$ cat config.mk
export PLATFORM = sky130hd
export DESIGN_NAME = noc_vc_bridge
export DESIGN_NICKNAME = d
export VERILOG_FILES = /design/src/rtl/noc_vc_bridge.sv
export SDC_FILE = /design/constraint.sdc
export NUM_CORES = 1
export LEC_CHECK = 0
export CAP_MARGIN = 15
export CELL_PAD_IN_SITES_DETAIL_PLACEMENT = 1
export CELL_PAD_IN_SITES_GLOBAL_PLACEMENT = 1
export CORE_ASPECT_RATIO = 0.8
export CORE_MARGIN = 2
export CORE_UTILIZATION = 18
export CTS_CLUSTER_SIZE = 24
export DETAILED_ROUTE_END_ITERATION = 12
export PLACE_DENSITY = 0.77
export SETUP_SLACK_MARGIN = 0.2
export SLEW_MARGIN = 30
export SYNTH_ARGS = -nofsm -noshare
export SYNTH_HDL_FRONTEND = slang
export SYNTH_SLANG_ARGS = --single-unit
$ cat constraint.sdc
create_clock -name noc_clk -period 1.7 [get_ports noc_clk]
set_input_delay 0.34 -clock noc_clk [delete_from_list [all_inputs] [get_ports noc_clk]]
set_output_delay 0.34 -clock noc_clk [all_outputs]
set_load 0.005 [all_outputs]
$ cat src/rtl/noc_vc_bridge.sv
// Packet-granular bridge: one upstream flit stream to VC_NUM downstream virtual channels, round-robin VC allocation per packet.
// Optional NOC_BRIDGE_OREG_EN adds a registered 2-entry skid stage (+1 cycle); default build is a combinational pass-through.
`ifndef Noc_Data_Width
`define Noc_Data_Width 8
`endif

module noc_vc_bridge #(
   parameter int VC_NUM = 2,
   parameter int DATA_W = `Noc_Data_Width
) (
   input  logic                     noc_clk,
   input  logic                     noc_rst_n,
   input  logic                     Noc_receive_valid,
   output logic                     Noc_receive_ready,
   input  logic [DATA_W-1:0]        Noc_receive_flit,
   input  logic                     Noc_receive_is_header,
   input  logic                     Noc_receive_is_tail,
   output logic [VC_NUM-1:0]        Noc_sender_valid,
   input  logic [VC_NUM-1:0]        Noc_sender_ready,
   input  logic [VC_NUM-1:0]        Noc_sender_VCready,
   output logic [VC_NUM*DATA_W-1:0] Noc_sender_flit,
   output logic [VC_NUM-1:0]        Noc_sender_is_header,
   output logic [VC_NUM-1:0]        Noc_sender_is_tail,
   output logic [VC_NUM-1:0]        Noc_bridge_grant,
   output logic                     Noc_bridge_orphan
);

   localparam int IW = (VC_NUM > 1) ? $clog2(VC_NUM) : 1;

   typedef enum logic {IDLE, LOCKED} state_t;

   state_t            state;
   logic [IW-1:0]     ptr;
   logic [IW-1:0]     grant_idx;
   logic [VC_NUM-1:0] grant_q;
   logic [IW-1:0]     pick_idx;
   logic              pick_vld;
   logic              alloc;
   logic              release_pkt;
   logic              gnt_rdy;
   logic              idle_drop;

   // First VCready bit at or after the round-robin pointer, wrapping.
   always_comb begin
      int            cand;
      logic [IW-1:0] cand_idx;
      pick_idx = '0;
      pick_vld = 1'b0;
      cand     = 0;
      cand_idx = '0;
      for (int k = 0; k < VC_NUM; k++) begin
         cand = int'(ptr) + k;
         if (cand >= VC_NUM) cand = cand - VC_NUM;
         cand_idx = IW'(cand);
         if (!pick_vld && Noc_sender_VCready[cand_idx]) begin
            pick_vld = 1'b1;
            pick_idx = cand_idx;
         end
      end
   end

   assign gnt_rdy           = |(grant_q & Noc_sender_ready);
   assign alloc             = (state == IDLE) && Noc_receive_valid && Noc_receive_is_header && pick_vld;
   assign idle_drop         = (state == IDLE) && Noc_receive_valid && !Noc_receive_is_header;
   assign Noc_bridge_orphan = noc_rst_n && idle_drop;
   assign Noc_bridge_grant  = grant_q;

   always_ff @(posedge noc_clk or negedge noc_rst_n) begin
      if (!noc_rst_n) begin
         state     <= IDLE;
         ptr       <= '0;
         grant_idx <= '0;
         grant_q   <= '0;
      end else if (state == IDLE) begin
         if (alloc) begin
            state     <= LOCKED;
            grant_idx <= pick_idx;
            grant_q   <= VC_NUM'(1) << pick_idx;
         end
      end else if (release_pkt) begin
         state   <= IDLE;
         grant_q <= '0;
         ptr     <= (grant_idx == IW'(VC_NUM - 1)) ? '0 : grant_idx + 1'b1;
      end
   end

`ifdef NOC_BRIDGE_OREG_EN
   // Entry word layout: {is_header, is_tail, flit}; entry 0 is the head.
   logic [DATA_W+1:0] skid_q [2];
   logic [1:0]        cnt_q;
   logic [1:0]        cnt_nxt;
   logic              tail_in_q;
   logic              rdy_q;
   logic              in_acc;
   logic              out_acc;
   logic              in_tail;
   logic [DATA_W+1:0] in_word;

   assign in_word     = {Noc_receive_is_header, Noc_receive_is_tail, Noc_receive_flit};
   assign in_acc      = (state == LOCKED) && Noc_receive_valid && rdy_q;
   assign in_tail     = in_acc && Noc_receive_is_tail;
   assign out_acc     = (state == LOCKED) && (cnt_q != 2'd0) && gnt_rdy;
   assign release_pkt = out_acc && skid_q[0][DATA_W];
   assign cnt_nxt     = cnt_q + {1'b0, in_acc} - {1'b0, out_acc};

   always_ff @(posedge noc_clk or negedge noc_rst_n) begin
      if (!noc_rst_n) begin
         skid_q[0] <= '0;
         skid_q[1] <= '0;
         cnt_q     <= 2'd0;
         tail_in_q <= 1'b0;
         rdy_q     <= 1'b0;
      end else begin
         if (out_acc) skid_q[0] <= skid_q[1];
         // Write slot accounts for the head leaving in the same cycle.
         if (in_acc) begin
            if ((cnt_q - {1'b0, out_acc}) == 2'd0) skid_q[0] <= in_word;
            else                                   skid_q[1] <= in_word;
         end
         cnt_q <= cnt_nxt;
         if (release_pkt)  tail_in_q <= 1'b0;
         else if (in_tail) tail_in_q <= 1'b1;
         rdy_q <= (alloc || ((state == LOCKED) && !release_pkt)) &&
                  !(tail_in_q || in_tail) && (cnt_nxt < 2'd2);
      end
   end

   always_comb begin
      Noc_receive_ready = 1'b0;
      if (noc_rst_n) Noc_receive_ready = (state == LOCKED) ? rdy_q : idle_drop;
   end

   always_comb begin
      Noc_sender_valid     = '0;
      Noc_sender_flit      = '0;
      Noc_sender_is_header = '0;
      Noc_sender_is_tail   = '0;
      for (int i = 0; i < VC_NUM; i++) begin
         if (grant_q[i]) begin
            Noc_sender_valid[i]               = (cnt_q != 2'd0);
            Noc_sender_flit[i*DATA_W +: DATA_W] = skid_q[0][DATA_W-1:0];
            Noc_sender_is_tail[i]             = skid_q[0][DATA_W];
            Noc_sender_is_header[i]           = skid_q[0][DATA_W+1];
         end
      end
   end
`else
   assign release_pkt = (state == LOCKED) && Noc_receive_valid && gnt_rdy && Noc_receive_is_tail;

   always_comb begin
      Noc_receive_ready = 1'b0;
      if (noc_rst_n) Noc_receive_ready = (state == LOCKED) ? gnt_rdy : idle_drop;
   end

   // grant_q is zero in IDLE, so non-owning VCs and the idle state both drive 0.
   always_comb begin
      Noc_sender_valid     = '0;
      Noc_sender_flit      = '0;
      Noc_sender_is_header = '0;
      Noc_sender_is_tail   = '0;
      for (int i = 0; i < VC_NUM; i++) begin
         if (grant_q[i]) begin
            Noc_sender_valid[i]               = Noc_receive_valid;
            Noc_sender_flit[i*DATA_W +: DATA_W] = Noc_receive_flit;
            Noc_sender_is_header[i]           = Noc_receive_is_header;
            Noc_sender_is_tail[i]             = Noc_receive_is_tail;
         end
      end
   end
`endif

endmodule

---- After elaboration in Yosys (flattened, before gate mapping) ----
Index checks and enable logic that the tools add are counted.
cells by class
  add/subtract/negate cells ............... 4
  order comparisons ....................... 4
  equality and inequality tests ........... 1
  shift-type cells ........................ 1
  muxes and demuxes ....................... 27
  bitwise logic cells ..................... 2
  reduce and logical (&&, ||, !) cells .... 16
operators by type and width
  kind                 count
  $mux 1               22
  $mux 8               2
  $logic_and 1x1->1    9
  $mux 2               3
  $reduce_and 2->1     3
  $lt 1x2->1 const B   2
  $add 1x1->2 const B  1
  $and 2x2->2          1
  $ge 1x2->1 const B   1
  $ge 2x2->1 const B   1
  $logic_not 1->1      2
  $ne 2x1->1 const B   1
  $reduce_bool 2->1    1
  $reduce_or 2->1      1
  $shl 1x1->2 const A  1
  $sub 1x1->1 const B  2
  $add 1x1->1 const B  1
  $not 1->1            1
storage, ports and cells
  register bits after elaboration ......... 5
  input port bits ......................... 17
  output and inout bits ................... 26
  word-level logic and storage cells ...... 59

---- Depth between registers and ports, before layout ----
Gate-level depths: netlist of run 1.
  word-level depth ........................ 11
  depth in mapped cells ................... 3
  mapped depth without buffers ............ 3

---- Worst setup path after synthesis of run 1 ----
OpenSTA, ideal clock, no wires.
  path kind ............................... flip-flop to output port
  from .................................... register grant_q[0] (netlist: Noc_bridge_grant[0])
  to ...................................... output port Noc_receive_ready
  data arrival time ....................... 0.874 ns
  required time ........................... 1.360 ns
  path slack .............................. 0.486 ns
  stages on the path, launching flop included .. 3
  path buffers ............................ 0
  cell sequence ........................... dfrtp_1 -> a22o_1 -> a31o_2
on the way
  longest elaborated chain between the ends .. 4
ends and longest elaborated chain
  element                 line  RTL
  from (decl)             35    logic [VC_NUM-1:0] grant_q;
  from (signal assigned)  78    grant_q <= VC_NUM'(1) << pick_idx;
  $and 2x2->2             62    assign gnt_rdy = |(grant_q & Noc_sender_ready);
  $reduce_or 2->1         62
  $mux 1 (2 in series)    152   if (noc_rst_n) Noc_receive_ready = (state == LOCKED) ? gnt_rdy : idle_drop;
  to (decl)               14    output logic Noc_receive_ready,
Every way passes these cells.

---- Final worst setup path of run 1 ----
  from .................................... register grant_q[1] (netlist: Noc_bridge_grant[1])
  to ...................................... output port Noc_sender_flit[10]
on the way
  longest elaborated chain between the ends .. 1
ends and longest elaborated chain
  element    line  RTL
  $mux 8     162   if (grant_q[i]) begin
  to (decl)  21    output logic [VC_NUM*DATA_W-1:0] Noc_sender_flit,
Every way passes these cells.

==> results of run 1 <==
[final cells by class]
type | instances | area [um2]
Fill cell | 271 | 1150
Timing Repair Buffer | 59 | 543
Multi-Input combinational cell | 41 | 330
Sequential cell | 5 | 125
Tap cell | 25 | 31.3
Clock buffer | 4 | 26.3
Inverter | 2 | 7.51
[repair_timing]
item | CTS | global route
setup buffers | 7 | 4
pin swaps | 1 | 5
endpoints found under the setup margin | 26 | 23
resized for setup | 101 | 37
[worst max path at each step]
stage / slack, ns / from / cells after the start / to
6_report: 0.12 / Noc_bridge_grant[1] / 5 / Noc_sender_flit[10]
5_1_grt: 0.08 / Noc_bridge_grant[1] / 5 / Noc_sender_flit[10]
2_1_floorplan: 0.49 / Noc_bridge_grant[0] / 2 / Noc_receive_ready
3_3_place_gp: -0.44 / Noc_receive_is_header / 4 / Noc_receive_ready
4_1_cts: 0.02 / Noc_bridge_grant[0] / 3 / Noc_receive_ready
3_5_place_dp: -0.49 / Noc_receive_is_header / 4 / Noc_receive_ready
[metal layers]
metal | vias up | routed length (um) | track usage, %
li1 | 291 | - | -
met1 | 274 | 848 | 14.4
met2 | 34 | 895 | 22.9
met3 | 4 | 223 | 3.78
met4 | 0 | 30 | 6.82
met5 | - | 0 | 0
[cells in the mapped netlist]
library cell  instances  area, um2
nand2b_1              2       12.5
clkbuf_1              2       7.51
a31o_2                1       8.76
nand3b_4              1       20.0
or3b_1                1       8.76
nand2_1               1       3.75
nand3_1               1       5.00
o2bb2ai_1             1       8.76
o22ai_2               1       12.5
nor2_1                1       3.75
dfrtp_1               5        125
inv_1                 2       7.51
and4bb_2              1       12.5
mux2_4                1       15.0
a21oi_1               1       5.00
and2_1               20        125
o21ai_0               4       20.0
and2_2                2       15.0
a22o_1                1       8.76
a22oi_1               1       7.51
[power by group through the flow]
stage	Sequential, mW	Combinational [mW]	Clock (mW)
floorplan	0.214	0.246	0
global placement	0.195	0.661	0
detailed placement	0.199	0.677	0
CTS	0.200	0.687	0.140
global route	0.206	0.983	0.150
finish	0.202	0.915	0.137
[worst reg2reg max path, stage by stage (launching register included)]
cell     delay [ns]
dfrtp_1        0.38
buf_6          0.12
buf_6          0.12
buf_4          0.14
a22oi_2        0.17
o22ai_2        0.11
mux2_4         0.31
[state kept, by name (all words and copies together), names as in the netlist]
name / count
ptr: 1
grant_idx: 1
state: 1
Noc_bridge_grant: 2
[cells by family after synthesis]
kind of cell | Yosys count | share of synthesized area, %
AO/OA/AOI/OAI | 10 | 16.5
buffers and inverters | 4 | 3.47
flip-flops | 5 | 28.9
multiplexers | 1 | 3.47
AND/OR/NAND/NOR | 30 | 47.7
==> results.yml, run 1 <==
critical_path:
  r2r-end: "Noc_bridge_grant[0]"
  crit_path_cell_trace: "buf_6 > buf_6 > buf_6 > and2_4 > buf_6"
  critPathBufInv: 4
  path_class: "flop to output pin"
  cp-start-kind: "flop"
  cp_max_fo: 6
  reg2reg_from: "Noc_bridge_grant[1]"
  slowest_delay_ns: 0.38
  critPathArrivalTime_ns: 1.24
  cp-end-kind: "output pin"
  path_delay_family: "buffers and inverters"
  slowest_stage: "dfrtp_1"
  required_ns: 1.36
  crit_top_cell: "buf_6"
  r2r_slack_ns: 0.23
  reg2reg_depth: 6
floorplan:
  fp.dieW_um: 58.8
  dieArea_um2: 2820
  rows: 15
  boundaryPins: 43
  core_um2: 2210
  die_h_um: 47.9
  start_util_pct: 19.5
global_routing:
  grt_pass1_vias: 535
  grt_pass1_wl_um: 2550
  grt_use_total_pct: 12.9
  grt_overflow: 0
  grt_max_degree: 7
  antenna_found_initial: 0
sta:
  finalHoldViolCount: 0
  timing.hold.ws_ns: 0.182
  finalSetupViolations: 0
  tightest_slew_ns: 0.265
  relSlewSlack_pct: 82.3
  finClkSkew_ns: 0.00343
  period_minus_slack_ns: 1.58
  fin_setup_tns_ns: 0
  setup_ws_ns: 0.120
  fin_crit_sh_pct: 93.0
  grt_setup_unrepaired: "true"
  maxSlewViolCount: 0
  fmax_mhz: 633
power_and_ir_drop:
  switchingPower_mw: 0.405
  clkPwrFrac_pct: 10.9
  power_switching_share_pct: 32.3
  power_density_nw_per_um2: 1180
  total_power_mw: 1.25
  p_comb_share_pct: 73.0
  intPower_mw: 0.849
  seqPwrFrac_pct: 16.1
  p_leak_nw: 0.545
  worst_ir_drop_vdd_mv: 0.488
outcome:
  outcome: "finished with violations"
  violations: "DRC"
clock_network:
  clk_latency_ns: 0.24
  cts_sinks: 5
  htreeDepth: 1
  clk_path_buf_depth: 2
  cts-root-buf: "clkbuf_4"
  holdBufCountCts: 0
  cts_buffers: 3
  clk_pin_slew_worst_paths_ns: 0.04
  cts_tree: "done"
place:
  globalplace.congestion: 0.683
  dp_cells: 121
  preCtsSetupSlack_ns: -0.485
  numPortBuffers: 42
  dp_hpwl_um: 1390
  placed_area_um2: 922
finish:
  n_antenna_cell: 0
  drive_gt1_share_pct: 56.8
  final_cell_mix: "buf_6, and2_4, clkdlybuf4s50_1"
  layout.nets: 129
  final_common_cell: "buf_6"
  utilization_pct: 48.0
  area_delta_synth_final_pct: 146
  final_cells: 136
  final_area_um2: 1060
route:
  dr.pass1.iters: 8
  drc_errors: 7
  avgViaCountPerCell: 4.43
  wl_um: 2000
  routed-via-count: 603
  postRouteAntennaNets: 0
  wl_per_cell_um: 14.7
  drt_iter0_markers: 12
logic_synthesis:
  synth.yosys.warnings: 0
  synth.net_count: 67
  ys_seq_area_share_pct: 28.9
  synth-seq-cells: 5
  syn_area_um2: 433
  syn_area_per_cell_um2: 8.66
  yosysUniqueCellTypes: 20
  synthesis.instances: 50
flow_run:
  cap_violations: 0
worst_hold_path:
  hp-class: "primary input to async pin"
Power figures use the tool's default switching activity.
==> run 2: changes to the inputs <==
Settings changed: CAP_MARGIN 15 to 25.
==> results of run 2 <==
No change in the layout: final DEF, timing and power equal those of run 1.
